===== config.mk =====
export PLATFORM = sky130hd
export DESIGN_NAME = ps2_key_event_decoder
export DESIGN_NICKNAME = d
export VERILOG_FILES = /design/src/rtl/ps2_pkg.sv /design/src/rtl/ps2_event_fifo.sv /design/src/rtl/ps2_key_event_decoder.sv
export SDC_FILE = /design/constraint.sdc
export NUM_CORES = 1
export LEC_CHECK = 0
export ABC_CLOCK_PERIOD_IN_PS = 7100
export BUFFER_PORTS_ARGS = -buffer_cell sky130_fd_sc_hd__buf_4
export CORE_MARGIN = 5
export CORE_UTILIZATION = 55
export CTS_CLUSTER_DIAMETER = 30
export DETAILED_ROUTE_END_ITERATION = 8
export MAX_ROUTING_LAYER = met4
export PLACE_DENSITY = 0.73
export SYNTH_ARGS = -nofsm -noshare
export SYNTH_HDL_FRONTEND = slang
export SYNTH_SLANG_ARGS = --single-unit

===== constraint.sdc =====
create_clock -name clk -period 7.1 [get_ports clk]
set_input_delay 1.065 -clock clk [delete_from_list [all_inputs] [get_ports clk]]
set_output_delay 1.065 -clock clk [all_outputs]
set_load 0.02 [all_outputs]

===== src/rtl/ps2_pkg.sv =====
// Shared types and constants for the PS/2 key-event decoder.
// The event record is what travels through the event FIFO.
package ps2_pkg;

  typedef enum logic [1:0] {
    ST_IDLE    = 2'd0,
    ST_EXT     = 2'd1,
    ST_BRK     = 2'd2,
    ST_EXT_BRK = 2'd3
  } dec_state_t;

  localparam logic [7:0] PS2_EXT = 8'hE0;
  localparam logic [7:0] PS2_BRK = 8'hF0;

  typedef struct packed {
    logic [7:0] code;
    logic       ext;
    logic       brk;
    logic       rpt;
  } key_event_t;

  localparam int KEY_EVENT_W = $bits(key_event_t);

endpackage


===== src/rtl/ps2_event_fifo.sv =====
// Show-ahead event FIFO: the head entry is always on o_data while not empty.
// A push on a full FIFO is accepted only when a pop frees a slot on the same edge.
module ps2_event_fifo #(
  parameter int DEPTH = 8,
  parameter int WIDTH = 11
) (
  input  logic             clk,
  input  logic             rst,
  input  logic             i_push,
  input  logic [WIDTH-1:0] i_data,
  input  logic             i_pop,
  output logic [WIDTH-1:0] o_data,
  output logic             o_full,
  output logic             o_empty
);

  localparam int AW = (DEPTH > 1) ? $clog2(DEPTH) : 1;
  localparam logic [AW:0] FULL_CNT = DEPTH[AW:0];

  logic [WIDTH-1:0] r_mem [DEPTH];
  logic [AW-1:0]    r_rdPtr;
  logic [AW-1:0]    r_wrPtr;
  logic [AW:0]      r_count;
  logic             w_doPush;
  logic             w_doPop;

  assign o_empty  = (r_count == '0);
  assign o_full   = (r_count == FULL_CNT);
  assign w_doPop  = i_pop && !o_empty;
  assign w_doPush = i_push && (!o_full || w_doPop);
  assign o_data   = r_mem[r_rdPtr];

  always_ff @(posedge clk) begin
    if (w_doPush && !rst) begin
      r_mem[r_wrPtr] <= i_data;
    end
  end

  always_ff @(posedge clk) begin
    if (rst) begin
      r_rdPtr <= '0;
      r_wrPtr <= '0;
      r_count <= '0;
    end else begin
      if (w_doPush) begin
        r_wrPtr <= r_wrPtr + AW'(1);
      end
      if (w_doPop) begin
        r_rdPtr <= r_rdPtr + AW'(1);
      end
      case ({w_doPush, w_doPop})
        2'b10:   r_count <= r_count + (AW+1)'(1);
        2'b01:   r_count <= r_count - (AW+1)'(1);
        default: r_count <= r_count;
      endcase
    end
  end

endmodule


===== src/rtl/ps2_key_event_decoder.sv =====
// Turns a stream of PS/2 scan bytes into make/break/repeat key events,
// tracks held keys and new-press statistics, and queues events in a FIFO.
module ps2_key_event_decoder
  import ps2_pkg::*;
#(
  parameter int FIFO_DEPTH = 8,
  parameter int CNT_W      = 8,
  parameter int MAX_HELD   = 4
) (
  input  logic                              clk,
  input  logic                              rst,
  input  logic                              in_valid,
  input  logic [7:0]                        in_data,
  output logic                              ev_valid,
  output logic [7:0]                        ev_code,
  output logic                              ev_ext,
  output logic                              ev_break,
  output logic                              ev_repeat,
  input  logic                              ev_pop,
  output logic                              overflow,
  output logic [CNT_W-1:0]                  press_count,
  output logic [$clog2(MAX_HELD+1)-1:0]     held_count,
  output logic [7:0]                        last_code,
  output logic                              last_ext
);

  localparam int HCW = $clog2(MAX_HELD + 1);
  localparam int IW  = (MAX_HELD > 1) ? $clog2(MAX_HELD) : 1;

  dec_state_t       r_state;
  logic [8:0]       r_slotKey [MAX_HELD];
  logic [MAX_HELD-1:0] r_slotValid;
  logic [HCW-1:0]   r_heldCount;
  logic [CNT_W-1:0] r_pressCount;
  logic [7:0]       r_lastCode;
  logic             r_lastExt;
  logic             r_overflow;

  dec_state_t       w_nextState;
  logic             w_isMake;
  logic             w_isBreak;
  logic             w_ext;
  logic [8:0]       w_key;
  logic             w_hit;
  logic [IW-1:0]    w_hitIdx;
  logic             w_hasFree;
  logic [IW-1:0]    w_freeIdx;
  logic             w_newPress;
  logic             w_release;
  logic             w_push;
  logic             w_full;
  logic             w_empty;
  key_event_t       w_event;
  key_event_t       w_head;

  // Prefix decoding: a key event completes on the byte that ends a sequence.
  always_comb begin
    w_nextState = r_state;
    w_isMake    = 1'b0;
    w_isBreak   = 1'b0;
    w_ext       = 1'b0;
    if (in_valid) begin
      case (r_state)
        ST_IDLE: begin
          if (in_data == PS2_EXT) begin
            w_nextState = ST_EXT;
          end else if (in_data == PS2_BRK) begin
            w_nextState = ST_BRK;
          end else if (in_data != 8'h00 && in_data != 8'hFF) begin
            w_isMake = 1'b1;
          end
        end
        ST_EXT: begin
          if (in_data == PS2_BRK) begin
            w_nextState = ST_EXT_BRK;
          end else if (in_data != PS2_EXT) begin
            w_isMake    = 1'b1;
            w_ext       = 1'b1;
            w_nextState = ST_IDLE;
          end
        end
        ST_BRK: begin
          w_isBreak   = 1'b1;
          w_nextState = ST_IDLE;
        end
        ST_EXT_BRK: begin
          w_isBreak   = 1'b1;
          w_ext       = 1'b1;
          w_nextState = ST_IDLE;
        end
        default: w_nextState = ST_IDLE;
      endcase
    end
  end

  assign w_key = {w_ext, in_data};

  // Descending scan so the lowest matching / free slot wins.
  always_comb begin
    w_hit     = 1'b0;
    w_hitIdx  = '0;
    w_hasFree = 1'b0;
    w_freeIdx = '0;
    for (int i = MAX_HELD - 1; i >= 0; i--) begin
      if (r_slotValid[i] && r_slotKey[i] == w_key) begin
        w_hit    = 1'b1;
        w_hitIdx = IW'(i);
      end
      if (!r_slotValid[i]) begin
        w_hasFree = 1'b1;
        w_freeIdx = IW'(i);
      end
    end
  end

  assign w_newPress = w_isMake && !w_hit;
  assign w_release  = w_isBreak && w_hit;
  assign w_push     = (w_isMake || w_isBreak) && !rst;
  assign w_event    = '{code: in_data, ext: w_ext, brk: w_isBreak, rpt: w_isMake && w_hit};

  ps2_event_fifo #(
    .DEPTH (FIFO_DEPTH),
    .WIDTH (KEY_EVENT_W)
  ) u_fifo (
    .clk     (clk),
    .rst     (rst),
    .i_push  (w_push),
    .i_data  (w_event),
    .i_pop   (ev_pop),
    .o_data  (w_head),
    .o_full  (w_full),
    .o_empty (w_empty)
  );

  // Table and statistics update regardless of whether the FIFO accepted the event.
  always_ff @(posedge clk) begin
    if (rst) begin
      r_state      <= ST_IDLE;
      r_slotValid  <= '0;
      r_heldCount  <= '0;
      r_pressCount <= '0;
      r_lastCode   <= '0;
      r_lastExt    <= 1'b0;
      r_overflow   <= 1'b0;
    end else begin
      r_state <= w_nextState;
      if (w_push && w_full && !ev_pop) begin
        r_overflow <= 1'b1;
      end
      if (w_newPress) begin
        r_pressCount <= r_pressCount + CNT_W'(1);
        r_lastCode   <= in_data;
        r_lastExt    <= w_ext;
        if (w_hasFree) begin
          r_slotValid[w_freeIdx] <= 1'b1;
          r_slotKey[w_freeIdx]   <= w_key;
          r_heldCount            <= r_heldCount + HCW'(1);
        end
      end
      if (w_release) begin
        r_slotValid[w_hitIdx] <= 1'b0;
        r_heldCount           <= r_heldCount - HCW'(1);
        if (r_heldCount == HCW'(1)) begin
          r_lastCode <= '0;
          r_lastExt  <= 1'b0;
        end
      end
    end
  end

  assign ev_valid    = !w_empty;
  assign ev_code     = w_head.code;
  assign ev_ext      = w_head.ext;
  assign ev_break    = w_head.brk;
  assign ev_repeat   = w_head.rpt;
  assign overflow    = r_overflow;
  assign press_count = r_pressCount;
  assign held_count  = r_heldCount;
  assign last_code   = r_lastCode;
  assign last_ext    = r_lastExt;

endmodule


# After elaboration in Yosys (flattened, before gate mapping)

Memory sizes are Yosys's and may differ from the RTL's. A register that Yosys moved wholly into a read port is not among the register bits.
Index checks and enable logic that the tools add are counted.

Logic and storage cells: 133
Bits in registers: 37
Memory bits (writable): 124
Input bits: 12
Memories: 2
Output and inout bits: 33

Memories:

| memory       | words | width | read ports | clocked after memory_dff | write ports | line                        | RTL |
|---|---|---|---|---|---|---|---|
| u_fifo.r_mem | 8     | 11    | 1          | 1                        | 1           | ps2_event_fifo.sv:20        | `logic [WIDTH-1:0] r_mem [DEPTH];` |
| r_slotKey    | 4     | 9     | 4          | 0                        | 1           | ps2_key_event_decoder.sv:31 | `logic [8:0] r_slotKey [MAX_HELD];` |

Add/sub/neg operators: 7
Eq/ne operators: 17
Reduce and logical (&&, ||, !) cells: 32
Multiplexer cells: 58
Bitwise logic cells: 3
Order comparisons: 4

Operator list:

| kind                                                       | number |
|---|---|
| equality test 9 bit                                        | 4 |
| two-way mux 1 bit                                          | 28 |
| two-way mux 2 bit                                          | 12 |
| two-way mux 8 bit                                          | 3 |
| equality test 8 bit, second input constant                 | 2 |
| logical AND 1 bit                                          | 16 |
| two-way mux 4 bit                                          | 4 |
| inequality test 8 bit, second input constant               | 2 |
| two-way mux 3 bit                                          | 5 |
| adder 3 x 1 -> 3 bit, second input constant                | 3 |
| adder 8 x 1 -> 8 bit, second input constant                | 1 |
| one-hot mux 4 bit (2 select lines)                         | 1 |
| nonzero test 8 bit                                         | 1 |
| equality test 2 bit, second input constant                 | 3 |
| less-than comparator 2 x 3 -> 1 bit, second input constant | 2 |
| inequality test 3 bit, second input constant               | 2 |
| one-hot mux 2 bit (3 select lines)                         | 1 |
| nonzero test 2 bit                                         | 3 |
| zero test 1 bit                                            | 5 |
| adder 4 x 1 -> 4 bit, second input constant                | 1 |
| bitwise AND 4 bit                                          | 1 |
| demux 1 bit (select 2 bit)                                 | 2 |
| equality test 2 x 1 -> 1 bit, second input constant        | 2 |
| equality test 4 bit, second input constant                 | 1 |
| 13 further kinds                                           | 16 |

# Depth between registers and ports, before layout

Gate-level depths: netlist of the first run.

Depth after elaboration: 18
Mapped depth: 12
Mapped depth without buffers: 11

# Modules after synthesis

Synthesis of the first run repeated with hierarchy kept, for this count alone.

Cell total of the unflattened synthesis: 488
Area total of the unflattened synthesis: 7074.3 um2

By module, submodules not included:

| module                | area each (um2) | cells each | instances |
|---|---|---|---|
| ps2_event_fifo        | 4070.2          | 211        | 1 |
| ps2_key_event_decoder | 3004.1          | 277        | 1 |

# Worst setup path after synthesis of the first run

No wires, ideal clock.

Path type: input port to flip-flop
From: in in_data[1]
To: mem r_slotKey[2][0] (enable)
Arrival: 3.961 ns
Cell stages on the path: 8
Setup time: 0.387 ns
Required time: 6.713 ns
Setup slack: 2.753 ns
Cell sequence: buf_4 > or4_4 > o311ai_4 > xor2_1 > a22oi_1 > nand4_2 > nand2b_1 > nor3_1

Longest elaborated chain between the ends: 16

Ends and longest elaborated chain:

| element                                     | line                         | RTL |
|---|---|---|
| start, declared                             | ps2_key_event_decoder.sv:13  | `input logic [7:0] in_data,` |
| inequality test 8 bit                       | ps2_key_event_decoder.sv:76  | `end else if (in_data != PS2_EXT) begin` |
| two-way mux 1 bit                           | ps2_key_event_decoder.sv:76  |  |
| two-way mux 1 bit                           | ps2_key_event_decoder.sv:74  | `if (in_data == PS2_BRK) begin` |
| one-hot mux 1 bit (2 select lines)          | ps2_key_event_decoder.sv:63  | `case (r_state)` |
| two-way mux 1 bit                           | ps2_key_event_decoder.sv:62  | `if (in_valid) begin` |
| equality test 9 bit                         | ps2_key_event_decoder.sv:105 | `if (r_slotValid[i] && r_slotKey[i] == w_key) begin` |
| logical AND 1 bit                           | ps2_key_event_decoder.sv:105 |  |
| two-way mux 1 bit (4 in a row)              | ps2_key_event_decoder.sv:105 |  |
| zero test 1 bit                             | ps2_key_event_decoder.sv:116 | `assign w_newPress = w_isMake && !w_hit;` |
| logical AND 1 bit (*)                       | ps2_key_event_decoder.sv:116 |  |
| two-way mux 1 bit (*)                       | ps2_key_event_decoder.sv:150 | `if (w_newPress) begin` |
| two-way mux 1 bit (*)                       | ps2_key_event_decoder.sv:137 | `if (rst) begin` |
| two-way mux 1 bit (implied by the code) (*) | ps2_key_event_decoder.sv:156 | `r_slotKey[w_freeIdx] <= w_key;` |
| end, declared                               | ps2_key_event_decoder.sv:31  |  |

Mark *: on every way between the ends. The rest lies on a longest branch, timed or not.

# Worst setup path in the final report of the first run

From: in in_data[0]
To: mem r_slotKey[3][5] (enable)

The elaborated chain is that of the path after synthesis.

==> results.yml, run 1 <==
sta:
  clock-skew-final_ps: 6.86
  finalSetupViolations: 0
  achievable-frequency_mhz: 220
  slew_viol_final: 0
  finalCritPeriodShare_pct: 64.1
  least_margin_pin_slew_ps: 1150
  relSlewSlack_pct: 22.4
  finalSetupTns_ps: 0
  timing.final.crit_period_ps: 4550
  final-hold-violation-count: 0
  rsz0062_at_grt: "no"
pwr:
  net_switching_power_w: 0.000606
  cellInternalPower_w: 0.00181
  share_seq_of_total_power_pct: 45.7
  comb_power_share_pct: 17.5
  power.static_leakage_nw: 2.75
  p_total_w: 0.00241
  power-per-cell-area_mw_per_mm2: 303
  p_clk_share_pct: 36.8
  sw_frac_of_total_pct: 25.1
  vdd.ir_drop.worst_uv: 177
yosys:
  synth-seq-area-share_pct: 65.7
  yosysTopAreaCellShare_pct: 54.1
  yosysUniqueCellTypes: 54
  synth_edf_count: 124
  synth_area_per_cell_sq_um: 15.1
  synth_warnings: 0
  ys.flop_type: "sky130_fd_sc_hd__edfxtp_1"
  syn-instance-count: 456
  synth-async-reset-ratio_pct: 0
  synth.largest_area_cell: "sky130_fd_sc_hd__edfxtp_1"
  summed_instance_area_of_the_synthesized_netlist_sq_mm: 0.00688
  synth.net_count: 477
  ys_top_cells_by_area: "sky130_fd_sc_hd__edfxtp_1 (54%), sky130_fd_sc_hd__dfxtp_1 (12%), sky130_fd_sc_hd__mux4_2 (7.2%)"
  ys_seq_elements: 164
drt:
  number_of_vias_per_cell_after_detailed_routing: 5.68
  remaining_drc_errors: 0
  route.antenna.remaining_nets: 0
  total_via_count_after_detailed_routing: 3909
  drt_first_iter_violations: 288
  avgRoutedWirePerCell_microns: 19.2
  first_pass_iters: 5
  drt_wl_total_microns: 13200
place:
  port_buffers: 44
  place.gp.congestion: 0.826
  dpl.hpwl_microns: 8360
global_routing:
  gr-usage-all-layers_pct: 19.8
  grt_start_max_net_pins: 33
  antenna_violations_before_repair: 0
  via_count_of_the_first_global_routing_pass: 4057
  globalRoute.totalOverflow: 0
  grt_pass1_wl_microns: 21500
floorplan:
  floorplan.die_area_sq_mm: 0.0149
  placementRows: 40
  coreArea_sq_mm: 0.0122
  fp.dieH_microns: 122
  initial_core_util_pct: 56.6
  die_width_microns: 122
  floorplan.io_pins: 45
worst_setup_path:
  crit_slowest_cell: "sky130_fd_sc_hd__nor3_1"
  worst-path-buf-inv: 2
  r2r_slack_ps: 3590
  cpMostUsedCell: "sky130_fd_sc_hd__buf_4"
  cpLargestDelayFamily: "simple AND/OR/NAND/NOR gates"
  worst_setup_end_kind: "flip-flop"
  cp_slowest_stage_delay_ps: 930
  path_max_fanout: 28
  crit_arrival_ps: 4580
  timing.critical_path.required_ps: 7130
  timing.setup.critical_path_class: "input port to flip-flop"
  worstSetupStartpointType: "input port"
  worstPathCellList: "buf_4 > or4_4 > o311ai_4 > xor2_1 > a22oi_1 > nand4_2 > buf_4 > nand2b_1 > nor3_1"
  critPathLaunch: "in_data[0]"
  timing.rr.start: "r_state[1]"
clock_tree:
  cts_hold_buf: 0
  cts_resized: 0
  cts_tree: "done"
  cts_max_level: 4
  cts_inserted_buffers: 17
  clk_pin_slew_ps: 60
  clock_sink_count: 164
  cts_root_buffer: "sky130_fd_sc_hd__clkbuf_16"
  post_cts.repair.setup_buffers: 0
  clkLatencyLatePin_ps: 420
  max-clock-path-buffers: 2
cells_and_area:
  area.growth.synth_to_final_pct: 15.8
  final_nets: 528
  diodes: 0
  layout-drive-gt1-share_pct: 25.6
  postLayoutCoreUtil_pct: 65.6
hold_path:
  timing.hold.worst.start: "overflow"
  timing.hold.worst.class: "flip-flop to flip-flop"
run_status:
  outcome: "finished, final reports clean"
run:
  max_cap_violations: 0
-- cell families after synthesis --
group,count (synthesis),synth area share [%]
xor+xnor,42,5.34
compound gates,38,4.33
fa+ha+maj,9,1.74
simple gates,119,8.96
mux,50,11.6
flops,164,65.7
buf+inv,34,2.29
-- worst paths after layout --
path                     endpoint  cells after the start
setup reg to reg  r_slotKey[3][5]                      7
hold reg to reg          overflow                      2
hold / removal           overflow                      2
setup / recovery  r_slotKey[3][5]                      9
-- area by class of cell --
type | count | area (sq um)
Tap cell | 168 | 210
Multi-Input combinational cell | 258 | 2220
Inverter | 14 | 52.6
Clock buffer | 21 | 450
Fill cell | 885 | 4190
Timing Repair Buffer | 52 | 390
Clock inverter | 11 | 128
Sequential cell | 164 | 4520
-- power by group through the flow --
stage	Clock, W	Sequential (W)	Combinational, W
after floorplan	0	0.00112	0.000303
after global placement	0	0.00112	0.000419
after detailed placement	0	0.00112	0.000426
after CTS	0.000899	0.00110	0.000429
after global routing	0.000954	0.00111	0.000459
final	0.000889	0.00110	0.000422
-- metal layers --
| metal | track usage (%) | wire, microns | vias to the layer above |
|---|---|---|---|
| met1 | 23.8 | 5480 | 1975 |
| met5 | - | 0 | - |
| li1 | - | - | 1825 |
| met3 | 4.78 | 583 | 13 |
| met2 | 33.8 | 6990 | 96 |
| met4 | 5.25 | 142 | 0 |
-- placed cells by master, fill, tap and decap left out, types with 6 or more instances in the layout --
master | netlist | routed
sky130_fd_sc_hd__nor2_1 | 39 | 39
sky130_fd_sc_hd__a21oi_1 | 11 | 11
sky130_fd_sc_hd__buf_4 | 1 | 52
sky130_fd_sc_hd__clkbuf_16 | 0 | 17
sky130_fd_sc_hd__mux4_2 | 22 | 22
sky130_fd_sc_hd__nand2_1 | 20 | 20
sky130_fd_sc_hd__nand3_1 | 10 | 10
sky130_fd_sc_hd__nand2b_1 | 6 | 6
sky130_fd_sc_hd__xnor2_1 | 29 | 29
sky130_fd_sc_hd__mux2_2 | 14 | 14
sky130_fd_sc_hd__mux2i_1 | 12 | 12
sky130_fd_sc_hd__nand4_1 | 7 | 7
sky130_fd_sc_hd__inv_1 | 13 | 13
sky130_fd_sc_hd__nor3_1 | 11 | 11
sky130_fd_sc_hd__ha_1 | 8 | 8
sky130_fd_sc_hd__edfxtp_1 | 124 | 124
sky130_fd_sc_hd__dfxtp_1 | 40 | 40
sky130_fd_sc_hd__xor2_1 | 13 | 13
-- Yosys cell counts, types with 3 or more instances --
master                     number
sky130_fd_sc_hd__edfxtp_1     124
sky130_fd_sc_hd__dfxtp_1       40
sky130_fd_sc_hd__nor2_1        39
sky130_fd_sc_hd__xnor2_1       29
sky130_fd_sc_hd__mux4_2        22
sky130_fd_sc_hd__nand2_1       20
sky130_fd_sc_hd__mux2_2        14
sky130_fd_sc_hd__inv_1         13
sky130_fd_sc_hd__xor2_1        13
sky130_fd_sc_hd__mux2i_1       12
sky130_fd_sc_hd__a21oi_1       11
sky130_fd_sc_hd__clkbuf_1      11
sky130_fd_sc_hd__nor3_1        11
sky130_fd_sc_hd__nand3_1       10
sky130_fd_sc_hd__ha_1           8
sky130_fd_sc_hd__nand4_1        7
sky130_fd_sc_hd__nand2b_1       6
sky130_fd_sc_hd__nor4_1         4
sky130_fd_sc_hd__or3_1          4
sky130_fd_sc_hd__or4_1          4
sky130_fd_sc_hd__and2_1         3
sky130_fd_sc_hd__buf_2          3
sky130_fd_sc_hd__buf_6          3
sky130_fd_sc_hd__o21ai_1        3
sky130_fd_sc_hd__or2_2          3
-- stage by stage --
step                setup WS (ps)  instance area [sq um]  std cells  hold WS (ps)
detailed placement           2120                   7390        656           472
finish                       2550                   7970        688           475
global route                 2300                   7970        688           516
global placement             2300                   7390        656           466
CTS                          2550                   7970        688           485
floorplan                    2750                   6880        456           454
-- tightest hold or removal path, delay by kind of cell, from the launching register on --
kind | cells | cell delay [ps]
simple gates | 1 | 70
compound gates | 1 | 40
flops | 1 | 330
-- flip-flops by register name, summed over array words and instances, names as in the netlist, named ones only --
| signal | cells |
|---|---|
| r_slotValid | 4 |
| last_code | 8 |
| u_fifo.r_count | 4 |
| u_fifo.r_mem | 88 |
| r_slotKey | 36 |
| overflow | 1 |
| press_count | 8 |
| u_fifo.r_rdPtr | 3 |
| last_ext | 1 |
| r_state | 2 |
| u_fifo.r_wrPtr | 3 |
| held_count | 3 |
No activity file was read; power rests on OpenSTA's default activity.
==> run 2, diff against run 1 <==
--- a/config.mk
+++ b/config.mk
@@ -5,7 +5,7 @@
 export SDC_FILE = /design/constraint.sdc
 export NUM_CORES = 1
 export LEC_CHECK = 0
-export ABC_CLOCK_PERIOD_IN_PS = 7100
+export ABC_CLOCK_PERIOD_IN_PS = 4700
 export BUFFER_PORTS_ARGS = -buffer_cell sky130_fd_sc_hd__buf_4
 export CORE_MARGIN = 5
 export CORE_UTILIZATION = 55
==> constraint.sdc (replaced) <==
create_clock -name clk -period 4.7 [get_ports clk]
set_input_delay 0.705 -clock clk [delete_from_list [all_inputs] [get_ports clk]]
set_output_delay 0.705 -clock clk [all_outputs]
set_load 0.02 [all_outputs]
==> results.yml, run 2 (synthesis results as in run 1) <==
clock_tree:
  cts_resized: 0
  cts_tree: "done"
  clock_sink_count: 164
  cts_max_level: 4
  cts_hold_buf: 0
  clkLatencyLatePin_ps: 420
  post_cts.repair.setup_buffers: 0
  clk_pin_slew_ps: 60
  max-clock-path-buffers: 2
  cts_root_buffer: "sky130_fd_sc_hd__clkbuf_16"
  cts_inserted_buffers: 17
global_routing:
  gr-usage-all-layers_pct: 19.0
  grt_pass1_wl_microns: 20700
  via_count_of_the_first_global_routing_pass: 3966
  grt_start_max_net_pins: 33
  antenna_violations_before_repair: 0
  globalRoute.totalOverflow: 0
cells_and_area:
  multi_input_gate_area_sq_mm: 0.00221
  area.growth.synth_to_final_pct: 15.6
  final_nets: 533
  final-seq-area_sq_mm: 0.00452
  leading_cell_type_in_the_layout_fill_and_taps_excluded: "sky130_fd_sc_hd__edfxtp_1"
  mostFrequentLayoutCells: "sky130_fd_sc_hd__edfxtp_1 (124), sky130_fd_sc_hd__buf_4 (57), sky130_fd_sc_hd__dfxtp_1 (40), sky130_fd_sc_hd__nor2_1 (39), sky130_fd_sc_hd__xnor2_1 (29)"
  reg_top3: "u_fifo.r_mem x88, r_slotKey x36"
  diodes: 0
  fillers: 875
  largest_register_ff_count: 88
  layout-drive-gt1-share_pct: 26.3
  top_register: "u_fifo.r_mem"
floorplan:
  die_width_microns: 122
  placementRows: 40
  fp.dieH_microns: 122
  initial_core_util_pct: 56.6
  floorplan.die_area_sq_mm: 0.0149
  coreArea_sq_mm: 0.0122
  floorplan.io_pins: 45
place:
  place.gp.congestion: 0.857
  dpl.hpwl_microns: 8320
  port_buffers: 44
  place_ws_ps: 802
worst_setup_path:
  path_max_fanout: 19
  timing.setup.critical_path_class: "input port to flip-flop"
  crit_arrival_ps: 3500
  rr_worst_depth: 9
  worst_setup_end_kind: "flip-flop"
  timing.critical_path.required_ps: 4750
  worstSetupStartpointType: "input port"
sta:
  finalSetupViolations: 0
  least_margin_pin_slew_ps: 1100
  finalSetupTns_ps: 0
  setup_ws_ps: 1250
  slew_viol_final: 0
  achievable-frequency_mhz: 290
  final-hold-violation-count: 0
  finalCritPeriodShare_pct: 73.3
  hold_ws_ps: 472
  relSlewSlack_pct: 26.7
  clock-skew-final_ps: 8.74
  rsz0062_at_grt: "no"
  timing.final.crit_period_ps: 3450
drt:
  avgRoutedWirePerCell_microns: 18.2
  first_pass_iters: 4
  number_of_vias_per_cell_after_detailed_routing: 5.52
  remaining_drc_errors: 0
  drt_first_iter_violations: 305
  total_via_count_after_detailed_routing: 3822
  route.antenna.remaining_nets: 0
  drt_wl_total_microns: 12600
pwr:
  power-per-cell-area_mw_per_mm2: 446
  vdd.ir_drop.worst_uv: 219
  power.static_leakage_nw: 2.76
hold_path:
  timing.hold.worst.class: "flip-flop to flip-flop"
  timing.hold.worst_path_depth: 2
run:
  max_cap_violations: 0
run_status:
  outcome: "finished, final reports clean"
==> run 2: changes by cell type in the layout (fill, tap and decap cells not counted), sizes merged <==
| cell | previous run | this run |
|---|---|---|
| clkinvlp | 3 | 4 |
| bufinv | 2 | 0 |
| buf | 52 | 57 |
| clkbuf | 21 | 18 |
| inv | 15 | 19 |
==> run 2: worst max-delay path: stages <==
cell,delay (ps)
sky130_fd_sc_hd__buf_4,190
sky130_fd_sc_hd__or4_4,580
sky130_fd_sc_hd__o311ai_4,440
sky130_fd_sc_hd__xor2_1,150
sky130_fd_sc_hd__a22oi_1,490
sky130_fd_sc_hd__nand4_2,170
sky130_fd_sc_hd__nand2b_1,220
sky130_fd_sc_hd__nor2_1,540
==> run 2: worst paths after layout <==
kind | slack (ps) | start | endpoint
worst max-delay path | 1250 | in_data[1] | r_slotKey[0][4]
worst min-delay path | 470 | overflow | overflow
worst max register to register | 1910 | r_state[0] | u_fifo.r_count[3]
worst min register to register | 470 | overflow | overflow
==> run 2: through the flow <==
step                instances  cell area, sq um  utilization, %  total power, W
finish                    693              7960            65.4         0.00355
global route              693              7960            65.4         0.00372
CTS                       693              7960            65.4         0.00358
detailed placement        661              7420            61.0         0.00234
global placement          661              7420            61.0         0.00233
floorplan                 456              6880               -         0.00215
==> run 2: per-layer routing <==
metal	share of wire, %	global-route usage [%]	up-vias	routed length (microns)
met1	43	23.4	1890	5400
met3	4.7	4.22	8	595
met5	0	-	-	0
li1	-	-	1835	-
met4	0.62	5.25	0	78
met2	52	31.9	89	6540
==> run 2: power breakdown <==
group	internal [W]	leakage (nW)	switching, W
Combinational	0.000318	1.05	0.000317
Sequential	0.00161	1.45	0.0000517
Clock	0.000680	0.251	0.000564
Total	0.00261	2.76	0.000933
==> run 2: area by class of cell <==
class / instances / share of cell area [%]
Clock inverter: 14 / 1.29
Multi-Input combinational cell: 258 / 27.8
Sequential cell: 164 / 56.9
Tap cell: 168 / 2.64
Clock buffer: 18 / 5.39
Inverter: 14 / 0.661
Timing Repair Buffer: 57 / 5.38
